`config.mk`:
```
export PLATFORM = sky130hd
export DESIGN_NAME = rmw_queue_flat
export DESIGN_NICKNAME = d
export VERILOG_FILES = /design/src/rtl/rmw_queue_if.sv /design/src/rtl/rmw_queue.sv /design/src/flat_wrapper.sv
export SDC_FILE = /design/constraint.sdc
export NUM_CORES = 1
export LEC_CHECK = 0
export CAP_MARGIN = 10
export CORE_UTILIZATION = 30
export CTS_CLUSTER_DIAMETER = 100
export CTS_CLUSTER_SIZE = 40
export DETAILED_ROUTE_END_ITERATION = 16
export MAX_ROUTING_LAYER = met4
export PLACE_DENSITY = 0.57
export REMOVE_ABC_BUFFERS = 1
export SLEW_MARGIN = 25
export SYNTH_ARGS = -nofsm -noshare
export SYNTH_HDL_FRONTEND = slang
export SYNTH_SLANG_ARGS = --single-unit
```
`constraint.sdc`:
```
create_clock -name clk -period 17.1 [get_ports clk]
set_input_delay 4.275 -clock clk [delete_from_list [all_inputs] [get_ports clk]]
set_output_delay 4.275 -clock clk [all_outputs]
set_load 0.02 [all_outputs]
```
`src/rtl/rmw_queue_if.sv`:
```
// Bus bundle for the RMW queue. It carries the schedule handshake, the load
// return, the flag port, the LSU write-back and the AGU address check.
interface rmw_queue_if #(
  parameter int DATA_W = 16,
  parameter int ADDR_W = 16
);
  logic              sched_valid;
  logic              sched_ready;
  logic [2:0]        sched_fn;
  logic [ADDR_W-1:0] sched_addr;
  logic [DATA_W-1:0] sched_operand;
  logic              sched_wr_flags;
  logic              sched_carry_mask;
  logic [ADDR_W-1:0] agu_addr;
  logic              mem_rdy;
  logic [DATA_W-1:0] mem_data_in;
  logic [15:0]       rf_flags_in;
  logic              rf_flags_wr;
  logic [15:0]       rf_flags_out;
  logic              lsu_data_rdy;
  logic [ADDR_W-1:0] lsu_addr;
  logic [DATA_W-1:0] lsu_data;
  logic              lsu_ack;
  logic              lsu_deny_op;

  // Side that drives requests, load data, flags and acks.
  modport master (
    output sched_valid, sched_fn, sched_addr, sched_operand, sched_wr_flags,
           sched_carry_mask, agu_addr, mem_rdy, mem_data_in, rf_flags_in, lsu_ack,
    input  sched_ready, rf_flags_wr, rf_flags_out, lsu_data_rdy, lsu_addr,
           lsu_data, lsu_deny_op
  );

  // The RMW queue itself.
  modport slave (
    input  sched_valid, sched_fn, sched_addr, sched_operand, sched_wr_flags,
           sched_carry_mask, agu_addr, mem_rdy, mem_data_in, rf_flags_in, lsu_ack,
    output sched_ready, rf_flags_wr, rf_flags_out, lsu_data_rdy, lsu_addr,
           lsu_data, lsu_deny_op
  );
endinterface

```
`src/rtl/rmw_queue.sv`:
```
// In-order read-modify-write queue. Ops are pushed by the scheduler. Load data
// is matched to the oldest unloaded entry, and the head result (data and flags)
// is computed combinationally and handed to the LSU. AGU accesses to any
// in-flight address are denied.
module rmw_queue #(
  parameter int DATA_W = 16,
  parameter int ADDR_W = 16,
  parameter int DEPTH  = 2
) (
  input  logic         clk,
  input  logic         a_rst,
  rmw_queue_if.slave   bus
);
  localparam int PTR_W = (DEPTH > 1) ? $clog2(DEPTH) : 1;
  localparam int CNT_W = $clog2(DEPTH + 1);

  typedef enum logic [2:0] {
    FN_INC = 3'b000, FN_DEC = 3'b001, FN_DEP = 3'b010, FN_LSR = 3'b011,
    FN_ASL = 3'b100, FN_TSB = 3'b101, FN_TRB = 3'b110, FN_XCH = 3'b111
  } fn_e;

  typedef struct packed {
    logic              valid;
    logic              loaded;
    fn_e               fn;
    logic [ADDR_W-1:0] addr;
    logic [DATA_W-1:0] operand;
    logic [DATA_W-1:0] data;
    logic              wr_flags;
    logic              carry_mask;
  } entry_t;

  entry_t            ent_q [DEPTH];
  entry_t            ent_d [DEPTH];
  logic [PTR_W-1:0]  head_q, head_d;
  logic [PTR_W-1:0]  ld_q, ld_d;
  logic [PTR_W-1:0]  tail_q, tail_d;
  logic [CNT_W-1:0]  cnt_q, cnt_d;

  entry_t            head;
  logic              push, pop, ld_hit;

  function automatic logic [PTR_W-1:0] ptr_inc(input logic [PTR_W-1:0] p);
    if (p == PTR_W'(DEPTH - 1)) return '0;
    return p + PTR_W'(1);
  endfunction

  assign head             = ent_q[head_q];
  assign bus.sched_ready  = (cnt_q != CNT_W'(DEPTH));
  assign bus.lsu_data_rdy = head.valid & head.loaded;
  assign push             = bus.sched_valid & bus.sched_ready;
  assign pop              = bus.lsu_data_rdy & bus.lsu_ack;
  // The load pointer sits on the tail once everything is loaded. That entry is
  // invalid, so a stray mem_rdy, or one on the entry's own push edge, is dropped.
  assign ld_hit           = bus.mem_rdy & ent_q[ld_q].valid & ~ent_q[ld_q].loaded;

  // Next-state for entries, pointers and occupancy.
  always_comb begin
    ent_d  = ent_q;
    head_d = head_q;
    ld_d   = ld_q;
    tail_d = tail_q;
    cnt_d  = cnt_q;
    if (pop) begin
      ent_d[head_q].valid  = 1'b0;
      ent_d[head_q].loaded = 1'b0;
      head_d               = ptr_inc(head_q);
    end
    if (ld_hit) begin
      ent_d[ld_q].loaded = 1'b1;
      ent_d[ld_q].data   = bus.mem_data_in;
      ld_d               = ptr_inc(ld_q);
    end
    if (push) begin
      ent_d[tail_q].valid      = 1'b1;
      ent_d[tail_q].loaded     = 1'b0;
      ent_d[tail_q].fn         = fn_e'(bus.sched_fn);
      ent_d[tail_q].addr       = bus.sched_addr;
      ent_d[tail_q].operand    = bus.sched_operand;
      ent_d[tail_q].wr_flags   = bus.sched_wr_flags;
      ent_d[tail_q].carry_mask = bus.sched_carry_mask;
      tail_d                   = ptr_inc(tail_q);
    end
    case ({push, pop})
      2'b10:   cnt_d = cnt_q + CNT_W'(1);
      2'b01:   cnt_d = cnt_q - CNT_W'(1);
      default: cnt_d = cnt_q;
    endcase
  end

  // Queue state registers. Reset drops every entry immediately.
  always_ff @(posedge clk or posedge a_rst) begin
    if (a_rst) begin
      for (int i = 0; i < DEPTH; i++) ent_q[i] <= '0;
      head_q <= '0;
      ld_q   <= '0;
      tail_q <= '0;
      cnt_q  <= '0;
    end else begin
      for (int i = 0; i < DEPTH; i++) ent_q[i] <= ent_d[i];
      head_q <= head_d;
      ld_q   <= ld_d;
      tail_q <= tail_d;
      cnt_q  <= cnt_d;
    end
  end

  // Modify stage: result word and C/Z/A for the head entry. Flags are taken
  // live, so the values applied are those present in the pop cycle.
  logic [DATA_W-1:0] res;
  logic              cin, c_flag, z_flag, a_flag;

  // Per-function ALU for the head entry.
  always_comb begin
    cin    = bus.rf_flags_in[0] & head.carry_mask;
    res    = head.data;
    c_flag = bus.rf_flags_in[0];
    a_flag = 1'b0;
    z_flag = 1'b0;
    case (head.fn)
      FN_INC: res = head.data + DATA_W'(1);
      FN_DEC: res = head.data - DATA_W'(1);
      FN_DEP: begin
        a_flag = |head.data;
        res    = head.data - DATA_W'(a_flag);
      end
      FN_LSR: begin
        res    = {cin, head.data[DATA_W-1:1]};
        c_flag = head.data[0];
      end
      FN_ASL: begin
        res    = {head.data[DATA_W-2:0], cin};
        c_flag = head.data[DATA_W-1];
      end
      FN_TSB: res = head.data | head.operand;
      FN_TRB: res = head.data & ~head.operand;
      FN_XCH: res = head.operand;
      default: res = head.data;
    endcase
    case (head.fn)
      FN_TSB, FN_TRB: z_flag = ((head.data & head.operand) == '0);
      FN_XCH:         z_flag = (head.data == '0);
      default:        z_flag = (res == '0);
    endcase
  end

  assign bus.lsu_addr     = head.addr;
  assign bus.lsu_data     = res;
  assign bus.rf_flags_out = {bus.rf_flags_in[15:5], a_flag, bus.rf_flags_in[3:2], z_flag, c_flag};
  assign bus.rf_flags_wr  = pop & head.wr_flags;

  // Address hazard check against every live entry, including the head as it pops.
  always_comb begin
    bus.lsu_deny_op = 1'b0;
    for (int i = 0; i < DEPTH; i++)
      if (ent_q[i].valid && ent_q[i].addr == bus.agu_addr) bus.lsu_deny_op = 1'b1;
  end
endmodule

```
`src/flat_wrapper.sv`:
```
// flat-port wrapper written by rule: the top's interface ports become plain ports
module rmw_queue_flat 
#(
  parameter int DATA_W = 16,
  parameter int ADDR_W = 16,
  parameter int DEPTH  = 2
)
  (clk, a_rst, bus_sched_valid, bus_sched_fn, bus_sched_addr, bus_sched_operand, bus_sched_wr_flags, bus_sched_carry_mask, bus_agu_addr, bus_mem_rdy, bus_mem_data_in, bus_rf_flags_in, bus_lsu_ack, bus_sched_ready, bus_rf_flags_wr, bus_rf_flags_out, bus_lsu_data_rdy, bus_lsu_addr, bus_lsu_data, bus_lsu_deny_op);
  rmw_queue_if #(.DATA_W(DATA_W), .ADDR_W(ADDR_W)) bus_i ();
  input  logic clk;
  input  logic a_rst;
  input wire logic [$bits(bus_i.sched_valid)-1:0] bus_sched_valid;
  input wire logic [$bits(bus_i.sched_fn)-1:0] bus_sched_fn;
  input wire logic [$bits(bus_i.sched_addr)-1:0] bus_sched_addr;
  input wire logic [$bits(bus_i.sched_operand)-1:0] bus_sched_operand;
  input wire logic [$bits(bus_i.sched_wr_flags)-1:0] bus_sched_wr_flags;
  input wire logic [$bits(bus_i.sched_carry_mask)-1:0] bus_sched_carry_mask;
  input wire logic [$bits(bus_i.agu_addr)-1:0] bus_agu_addr;
  input wire logic [$bits(bus_i.mem_rdy)-1:0] bus_mem_rdy;
  input wire logic [$bits(bus_i.mem_data_in)-1:0] bus_mem_data_in;
  input wire logic [$bits(bus_i.rf_flags_in)-1:0] bus_rf_flags_in;
  input wire logic [$bits(bus_i.lsu_ack)-1:0] bus_lsu_ack;
  output wire logic [$bits(bus_i.sched_ready)-1:0] bus_sched_ready;
  output wire logic [$bits(bus_i.rf_flags_wr)-1:0] bus_rf_flags_wr;
  output wire logic [$bits(bus_i.rf_flags_out)-1:0] bus_rf_flags_out;
  output wire logic [$bits(bus_i.lsu_data_rdy)-1:0] bus_lsu_data_rdy;
  output wire logic [$bits(bus_i.lsu_addr)-1:0] bus_lsu_addr;
  output wire logic [$bits(bus_i.lsu_data)-1:0] bus_lsu_data;
  output wire logic [$bits(bus_i.lsu_deny_op)-1:0] bus_lsu_deny_op;
  assign bus_i.sched_valid = bus_sched_valid;
  assign bus_i.sched_fn = bus_sched_fn;
  assign bus_i.sched_addr = bus_sched_addr;
  assign bus_i.sched_operand = bus_sched_operand;
  assign bus_i.sched_wr_flags = bus_sched_wr_flags;
  assign bus_i.sched_carry_mask = bus_sched_carry_mask;
  assign bus_i.agu_addr = bus_agu_addr;
  assign bus_i.mem_rdy = bus_mem_rdy;
  assign bus_i.mem_data_in = bus_mem_data_in;
  assign bus_i.rf_flags_in = bus_rf_flags_in;
  assign bus_i.lsu_ack = bus_lsu_ack;
  assign bus_sched_ready = bus_i.sched_ready;
  assign bus_rf_flags_wr = bus_i.rf_flags_wr;
  assign bus_rf_flags_out = bus_i.rf_flags_out;
  assign bus_lsu_data_rdy = bus_i.lsu_data_rdy;
  assign bus_lsu_addr = bus_i.lsu_addr;
  assign bus_lsu_data = bus_i.lsu_data;
  assign bus_lsu_deny_op = bus_i.lsu_deny_op;
  rmw_queue #(.DATA_W(DATA_W), .ADDR_W(ADDR_W), .DEPTH(DEPTH)) u_core (.clk(clk), .a_rst(a_rst), .bus(bus_i));
endmodule
```
==> results of run 1 <==
area by class of cell:
| cell class | count | area, µm² | area share (%) |
|---|---|---|---|
| multi-input combinational | 499 | 4109 | 44.11 |
| clock buffer | 17 | 425.4 | 4.567 |
| antenna | 2 | 5.005 | 0.05373 |
| timing repair buffer | 122 | 1206 | 12.95 |
| tap | 324 | 405.4 | 4.352 |
| sequential | 115 | 2882 | 30.93 |
| clock inverter | 15 | 182.7 | 1.961 |
| inverter | 26 | 100.1 | 1.075 |
stage by stage:
step | instance area [µm²] | utilization [%] | worst slack, ns | hold WS [ns]
2_1_floorplan | 7062 | - | 6.752 | 0.4427
3_3_place_gp | 8687 | 35.83 | 6.024 | 0.4613
3_5_place_dp | 8687 | 35.83 | 6.012 | 0.4699
4_1_cts | 9295 | 38.33 | 5.959 | 0.4817
5_1_grt | 9315 | 38.42 | 5.529 | 0.4959
6_report | 9315 | 38.42 | 5.983 | 0.4744
critical path, delay by kind of cell, from the launching register on:
family / cells / cell delay (ns)
compound gates: 8 / 1.39
fa+ha+maj: 2 / 0.48
buf+inv: 3 / 1.46
flops: 1 / 0.63
mux: 1 / 0.74
simple gates: 4 / 1.70
registers in the layout, summed over array words and instances, names as in the netlist:
signal         flops
u_core.cnt_q       2
u_core.ent_q     110
u_core.head_q      1
u_core.ld_q        1
u_core.tail_q      1
final timing paths:
path                                 startpoint                   to  slack (ns)  cells after the start
max in group asynchronous                 a_rst        u_core.head_q       11.75                      3
worst max-delay path              u_core.head_q  bus_rf_flags_out[1]        5.98                     18
min in group asynchronous                 a_rst     u_core.ent_q[42]        4.26                      2
worst max register to register  u_core.cnt_q[0]     u_core.ent_q[85]       15.25                      5
worst min register to register  u_core.cnt_q[1]      u_core.cnt_q[1]        0.47                      1
worst min-delay path            u_core.cnt_q[1]      u_core.cnt_q[1]        0.47                      1
cell usage after synthesis (all sizes together), types with 6 or more instances:
cell / n
nand3: 17
xor2: 6
inv: 26
nor2: 45
o221ai: 11
ha: 17
nand4: 11
buf: 33
clkbuf: 17
nor3: 11
xnor2: 39
nand2: 24
mux2i: 38
dfrtp: 115
a21oi: 27
nor4: 6
o22ai: 15
mux2: 126
o21ai: 26
a31oi: 7
cell families (layout without fill, tap and decap cells):
logic type	count (synthesis)	count (layout)
adders and majority gates	18	18
DFF	115	115
buffers and inverters	76	180
xor gates and xnor gates	45	45
and+or+nand+nor	145	145
muxes	164	164
other	0	2
AOI/OAI and AO/OA	127	127
routing by layer:
| layer | global-route usage (%) | vias up | share of wire [%] |
|---|---|---|---|
| met1 | 21.28 | 2736 | 46 |
| met4 | 5.638 | 0 | 1.9 |
| met2 | 24.48 | 185 | 45 |
| li1 | - | 2727 | - |
| met3 | 4.611 | 23 | 6.7 |
| met5 | - | - | 0 |
==> results.json, run 1 <==
{
  "status": "completed",
  "first_iter_violations": 353,
  "ant_nets": 0,
  "final_cells": 1120,
  "hpwlAfterDp_um": 14140,
  "routed_wirelength_um": 19640,
  "synth_top_family_by_area": "multiplexers",
  "syn_area_mm2": 0.007388,
  "slew_violations": 0,
  "yosys-top-cells-area": "dfrtp_1 39%, mux2_2 19%, xnor2_1 4.6%",
  "max_freq_mhz": 89.95,
  "final_cell_mix": "126 x mux2_2, 114 x dfrtp_1, 113 x clkdlybuf4s50_1",
  "dieArea_mm2": 0.02526,
  "row_count": 57,
  "clk_pin_slew_worst_paths_ns": 0.06,
  "hold_viol": 0,
  "ys_ff_latch": 115,
  "synthSimpleGateAreaFrac_pct": 10.11,
  "boundaryPins": 142,
  "maxCapViolations": 0,
  "hold_class": "reg2reg",
  "layout_commonest_cell": "mux2_2",
  "placedCellCount": 1085,
  "die_w_um": 158.9,
  "postCtsHoldBufs": 0,
  "synth-compound-area-share_pct": 12.04,
  "setup_viol": 0,
  "core_area_mm2": 0.02425,
  "syn_area_per_cell_um2": 10.71,
  "finalCritPeriodShare_pct": 65.01,
  "antenna_found_initial": 2,
  "synth_top_area_cell": "dfrtp_1",
  "die_h_um": 158.9,
  "synth_edf_count": 0,
  "insertion_delay_ns": 0.41,
  "required_ns": 12.82,
  "vias": 5671,
  "synth_flop_cell": "dfrtp_1",
  "skew_ns": 0.007558,
  "initial_core_util_pct": 30.47,
  "startpoint_type": "register",
  "synth_fa_ha_area_share_pct": 3.150,
  "synth_top_area_share_pct": 38.95,
  "fillers": 2416,
  "vias_per_cell": 5.063,
  "yosysSeqAreaShare_pct": 38.95,
  "first_global_vias": 5740,
  "drc": 0,
  "grtUsageTotal_pct": 16.42,
  "crit_type": "reg2out",
  "fin_crit_ns": 11.12,
  "cts_made_buffers": 17,
  "rsz0062_at_grt": "false",
  "synth_cell_types": 81,
  "clockRootBuffer": "clkbuf_16",
  "postSynthCellCount": 690,
  "crit_fanout": 60,
  "synth-xor-area-share_pct": 5.334,
  "htreeDepth": 4,
  "cp_data_arrival_time_ns": 6.84,
  "wl_per_cell_um": 17.53,
  "post_cts_buffers": 0,
  "clockBufferDepth": 2,
  "drt-pass1-iter-count": 5,
  "ctsResizeCount": 0,
  "grt_pass1_wl_um": 31530,
  "syn_to_final_growth_pct": 26.08,
  "path_cells": "buf_4, mux2i_1, nand4_1, nor4_1, nand2_1, ha_1, inv_1, fa_1, a21oi_1, o211ai_2, a221oi_2, o21ai_1, a2111oi_0, a31oi_1, o221ai_1, or4_1, o31ai_2, clkdlybuf4s50_1",
  "grt_max_degree": 77,
  "drive_above_1_share_pct": 24.81,
  "layout.nets": 889,
  "slew_headroom_pct": 36.52,
  "slowest_stage": "buf_4",
  "ys.warnings.count": 0,
  "setup-tns-final_ns": 0,
  "yosys-mux-area-fraction_pct": 24.67,
  "worst_slew_pin_slew_ns": 0.9465,
  "place_congestion": 0.9226,
  "globalRouteOverflowTotal": 0,
  "worstSetupEndpointType": "output pin",
  "async_flop_share_pct": 100.0,
  "io_buffers": 113,
  "cts_sinks": 115,
  "slowest_delay_ns": 0.75,
  "cts_tree": "built"
}
Power of run 1 is left out: the tool's default activity adds up to more than one toggle a clock period on the data nets, which glitch-free logic cannot reach.
==> run 2: changes to the inputs <==
PLACE_DENSITY = 0.59   (was 0.57)
clock period = 8.96 ns   (was 17.1 ns; I/O delays follow)
==> run 2 against run 1 <==
  * Die area stayed put
  * Clock skew is 0.0035 ns higher
  * Design area is 0.55% higher
  * Largest cell class unchanged
==> results.json, run 2 (synthesis results as in run 1) <==
{
  "status": "completed",
  "crit_fanout": 30,
  "fillers": 2418,
  "cts_made_buffers": 17,
  "post_cts_buffers": 0,
  "syn_to_final_growth_pct": 26.77,
  "vias": 5735,
  "cp_data_arrival_time_ns": 5.74,
  "crit_buf_inv": 2,
  "slew_violations": 0,
  "postCtsHoldBufs": 0,
  "finalInstanceArea_mm2": 0.009366,
  "placed_area_mm2": 0.008735,
  "ant_nets": 0,
  "clockRootBuffer": "clkbuf_16",
  "ff2ff_path_depth": 6,
  "largest_reg_flops": 110,
  "required_ns": 6.72,
  "drt-pass1-iter-count": 5,
  "clockBufferDepth": 2,
  "layout_commonest_cell": "mux2_2",
  "worst_slew_pin_slew_ns": 0.7264,
  "final_cells": 1128,
  "maxCapViolations": 0,
  "htreeDepth": 4,
  "multi_input_area_mm2": 0.004110,
  "largestRegisters": "u_core.ent_q x110, u_core.cnt_q x2",
  "path_delay_family": "compound AO/OA/AOI/OAI gates",
  "dieArea_mm2": 0.02526,
  "initial_core_util_pct": 30.47,
  "clk_pin_slew_worst_paths_ns": 0.06,
  "row_count": 57,
  "setup_viol": 0,
  "globalRouteOverflowTotal": 0,
  "finalCritPeriodShare_pct": 89.01,
  "grt_pass1_wl_um": 31490,
  "first_global_vias": 5778,
  "worstSetupEndpointType": "output pin",
  "startpoint_type": "register",
  "worst_slack_ns": 0.9845,
  "cts_tree": "built",
  "min_path_cells": 1,
  "io_buffers": 113,
  "layout.nets": 896,
  "core_area_mm2": 0.02425,
  "ctsResizeCount": 0,
  "drc": 0,
  "slowest_delay_ns": 0.68,
  "wl_per_cell_um": 17.22,
  "first_iter_violations": 341,
  "place_congestion": 0.8866,
  "dpl_worst_slack_ns": 1.477,
  "path_common_cell": "a21oi_1",
  "boundaryPins": 142,
  "hold_viol": 0,
  "rsz0062_at_grt": "false",
  "hold_class": "reg2reg",
  "slowest_stage": "dfrtp_4",
  "fin_crit_ns": 7.975,
  "placedCellCount": 1092,
  "setup-tns-final_ns": 0,
  "cp.depth": 14,
  "drive_above_1_share_pct": 25.47,
  "vias_per_cell": 5.084,
  "hpwlAfterDp_um": 14140,
  "routed_wirelength_um": 19430,
  "antenna_found_initial": 2,
  "slew_headroom_pct": 50.19,
  "insertion_delay_ns": 0.42,
  "final_cell_mix": "126 x mux2_2, 114 x dfrtp_1, 113 x clkdlybuf4s50_1",
  "skew_ns": 0.01105,
  "grtUsageTotal_pct": 16.42,
  "crit_type": "reg2out",
  "grt_max_degree": 81,
  "cts_sinks": 115,
  "die_h_um": 158.9,
  "ff_latch_area_mm2": 0.002882,
  "top_register": "u_core.ent_q",
  "die_w_um": 158.9,
  "max_freq_mhz": 125.4,
  "path_cells": "buf_4, a21oi_1, and2_1, ha_1, a21oi_1, o211ai_2, a221oi_2, o21ai_1, a21o_1, a31oi_1, o221ai_1, or4_1, o31ai_2, clkdlybuf4s50_1"
}
[run 2: changes by cell type in the layout (fill, tap and decap cells not counted), sizes merged]
cell / previous run / this run
clkinv: 9 / 5
diode: 2 / 3
clkinvlp: 1 / 2
buf: 9 / 16
bufinv: 3 / 2
inv: 28 / 30
clkbuf: 17 / 19
[run 2: final cells by class]
cell class | count | area share (%)
Clock buffer | 19 | 4.836
Tap cell | 324 | 4.328
Timing Repair Buffer | 129 | 13.44
Clock inverter | 13 | 1.603
Antenna cell | 3 | 0.08015
Sequential cell | 115 | 30.76
Inverter | 26 | 1.069
Multi-Input combinational cell | 499 | 43.88
[run 2: worst paths after layout]
path                                      start  slack, ns             endpoint
worst max-delay path              u_core.head_q       0.98  bus_rf_flags_out[1]
worst min-delay path            u_core.cnt_q[1]       0.48      u_core.cnt_q[1]
worst max register to register    u_core.head_q       6.60      u_core.cnt_q[1]
worst min register to register  u_core.cnt_q[1]       0.48      u_core.cnt_q[1]
max in group asynchronous                 a_rst       5.61        u_core.head_q
min in group asynchronous                 a_rst       2.19    u_core.ent_q[102]
[run 2: through the flow]
stage	hold slack [ns]	utilization [%]
4_1_cts	0.4789	38.51
2_1_floorplan	0.4427	-
3_5_place_dp	0.4642	36.02
3_3_place_gp	0.4603	36.02
6_report	0.4799	38.63
5_1_grt	0.4891	38.62
[run 2: per-layer routing]
metal | vias up | part of all wire, % | global-route usage (%)
li1 | 2730 | - | -
met4 | 0 | 2.1 | 5.026
met3 | 34 | 7.6 | 5.809
met5 | - | 0 | -
met1 | 2784 | 45 | 20.55
met2 | 187 | 45 | 24.76
[run 2: worst reg2reg max path: cells and delay by family, from the launching register on]
| kind | cells | cell delay, ns |
|---|---|---|
| DFF | 1 | 0.75 |
| buffers and inverters | 1 | 0.49 |
| and+or+nand+nor | 2 | 0.34 |
| adders and majority gates | 1 | 0.32 |
| AOI/OAI and AO/OA | 1 | 0.26 |
| xor gates and xnor gates | 1 | 0.15 |
Power of run 2 is left out for the same reason.
==> run 3: changes to the inputs <==
PLACE_DENSITY = 0.64   (was 0.59)
==> run 3 against run 2 <==
  * First-iteration DRC count up 5.0%
  * Count of clock-buffer cells in the layout down 2
  * Die area unchanged
  * Global-route usage down 0.099 points
  * Sequential cell count unchanged
  * Non-clock buffer count down 2
  * Clock skew down 0.0028 ns
  * Design area down 0.32%
  * Register-to-register slack about the same
  * Cell count about the same
==> results.json, run 3 (synthesis results as in run 1) <==
{
  "status": "completed",
  "startpoint_type": "register",
  "grt_max_degree": 83,
  "vias_per_cell": 5.077,
  "drive_above_1_share_pct": 25.28,
  "io_buffers": 113,
  "grtUsageTotal_pct": 16.33,
  "largest_reg_flops": 110,
  "ff2ff_path_depth": 6,
  "holdWs_ns": 0.4715,
  "final_cell_mix": "126 x mux2_2, 114 x dfrtp_1, 113 x clkdlybuf4s50_1",
  "die_w_um": 158.9,
  "layout_commonest_cell": "mux2_2",
  "initial_core_util_pct": 30.47,
  "fillers": 2436,
  "die_h_um": 158.9,
  "core_area_mm2": 0.02425,
  "globalRouteOverflowTotal": 0,
  "r2r_end": "u_core.cnt_q[1]",
  "crit_type": "reg2out",
  "clockRootBuffer": "clkbuf_16",
  "cp_data_arrival_time_ns": 5.89,
  "htreeDepth": 4,
  "ant_nets": 0,
  "fin_crit_ns": 8.127,
  "hpwlAfterDp_um": 14100,
  "slew_headroom_pct": 47.91,
  "setup-tns-final_ns": 0,
  "cts_made_buffers": 17,
  "grt_pass1_wl_um": 31440,
  "finalCritPeriodShare_pct": 90.71,
  "cts_tree": "built",
  "multi_input_area_mm2": 0.004110,
  "syn_to_final_growth_pct": 26.37,
  "drt-pass1-iter-count": 7,
  "clk_pin_slew_worst_paths_ns": 0.05,
  "routed_wirelength_um": 19560,
  "first_global_vias": 5725,
  "worstSetupEndpointType": "output pin",
  "dieArea_mm2": 0.02526,
  "cts_sinks": 115,
  "largestRegisters": "u_core.ent_q x110, u_core.cnt_q x2",
  "boundaryPins": 142,
  "ctsResizeCount": 0,
  "ff_latch_area_mm2": 0.002882,
  "rsz0062_at_grt": "false",
  "postCtsHoldBufs": 0,
  "worst_slew_pin_slew_ns": 0.7596,
  "setup_viol": 0,
  "row_count": 57,
  "hold_class": "reg2reg",
  "post_cts_buffers": 0,
  "reg2reg_slack_ns": 6.60,
  "layout.nets": 894,
  "crit_fanout": 43,
  "drc": 0,
  "top_register": "u_core.ent_q",
  "place_congestion": 0.9104,
  "required_ns": 6.72,
  "endpoint": "bus_rf_flags_out[1]",
  "insertion_delay_ns": 0.41,
  "rr_startpoint": "u_core.head_q",
  "first_iter_violations": 358,
  "clockBufferDepth": 2,
  "vias": 5722,
  "max_freq_mhz": 123.0,
  "wl_per_cell_um": 17.35,
  "slew_violations": 0,
  "antenna_found_initial": 4,
  "skew_ns": 0.008225,
  "maxCapViolations": 0,
  "crit_start": "u_core.head_q",
  "hold_viol": 0
}
run 3: per-layer routing:
layer	vias up	track usage, %	routed length [µm]
li1	2737	-	-
met1	2751	21.21	9082
met5	-	-	0
met4	0	6.163	388
met3	27	4.246	1276
met2	207	24.30	8807
run 3: worst min path at each step:
stage | start | end | slack (ns) | cells after the start
final | u_core.cnt_q[1] | u_core.cnt_q[1] | 0.47 | 1
after global routing | u_core.cnt_q[1] | u_core.cnt_q[1] | 0.48 | 1
after CTS | u_core.cnt_q[1] | u_core.cnt_q[1] | 0.47 | 1
after detailed placement | u_core.cnt_q[1] | u_core.cnt_q[1] | 0.46 | 1
after global placement | u_core.cnt_q[1] | u_core.cnt_q[1] | 0.46 | 1
after floorplan | u_core.cnt_q[1] | u_core.cnt_q[1] | 0.44 | 1
run 3: layout make-up:
class                      count  area share [%]
tap                          324           4.342
timing repair buffer         127           13.32
clock inverter                15           1.715
inverter                      26           1.072
sequential                   115           30.86
clock buffer                  17           4.556
multi-input combinational    499           44.02
antenna                        4          0.1072
run 3: per-stage QoR:
stage               utilization (%)  worst slack [ns]  std cells  area (µm²)
finish                        38.50            0.8326       1127        9336
global route                  38.50            0.4789       1127        9336
CTS                           38.37            0.8255       1122        9305
detailed placement            35.96             1.307       1090        8720
global placement              35.96             1.297       1090        8720
floorplan                         -            0.6469        640        7062
run 3: worst max-delay path, stage by stage (launching register included):
cell and delay, ns:
dfrtp_4 0.86, mux2i_1 0.72, nand4_1 0.17, nor4_1 0.31, buf_4 0.18, nand2_1 0.08
ha_1 0.19, inv_1 0.09, fa_1 0.23, a21oi_1 0.12, o211ai_2 0.26, a221oi_2 0.12
o21ai_1 0.20, a2111oi_0 0.12, a31oi_1 0.20, o221ai_1 0.21, or4_1 0.60, o31ai_2 0.18
clkdlybuf4s50_1 0.63
Power of run 3 is left out for the same reason.
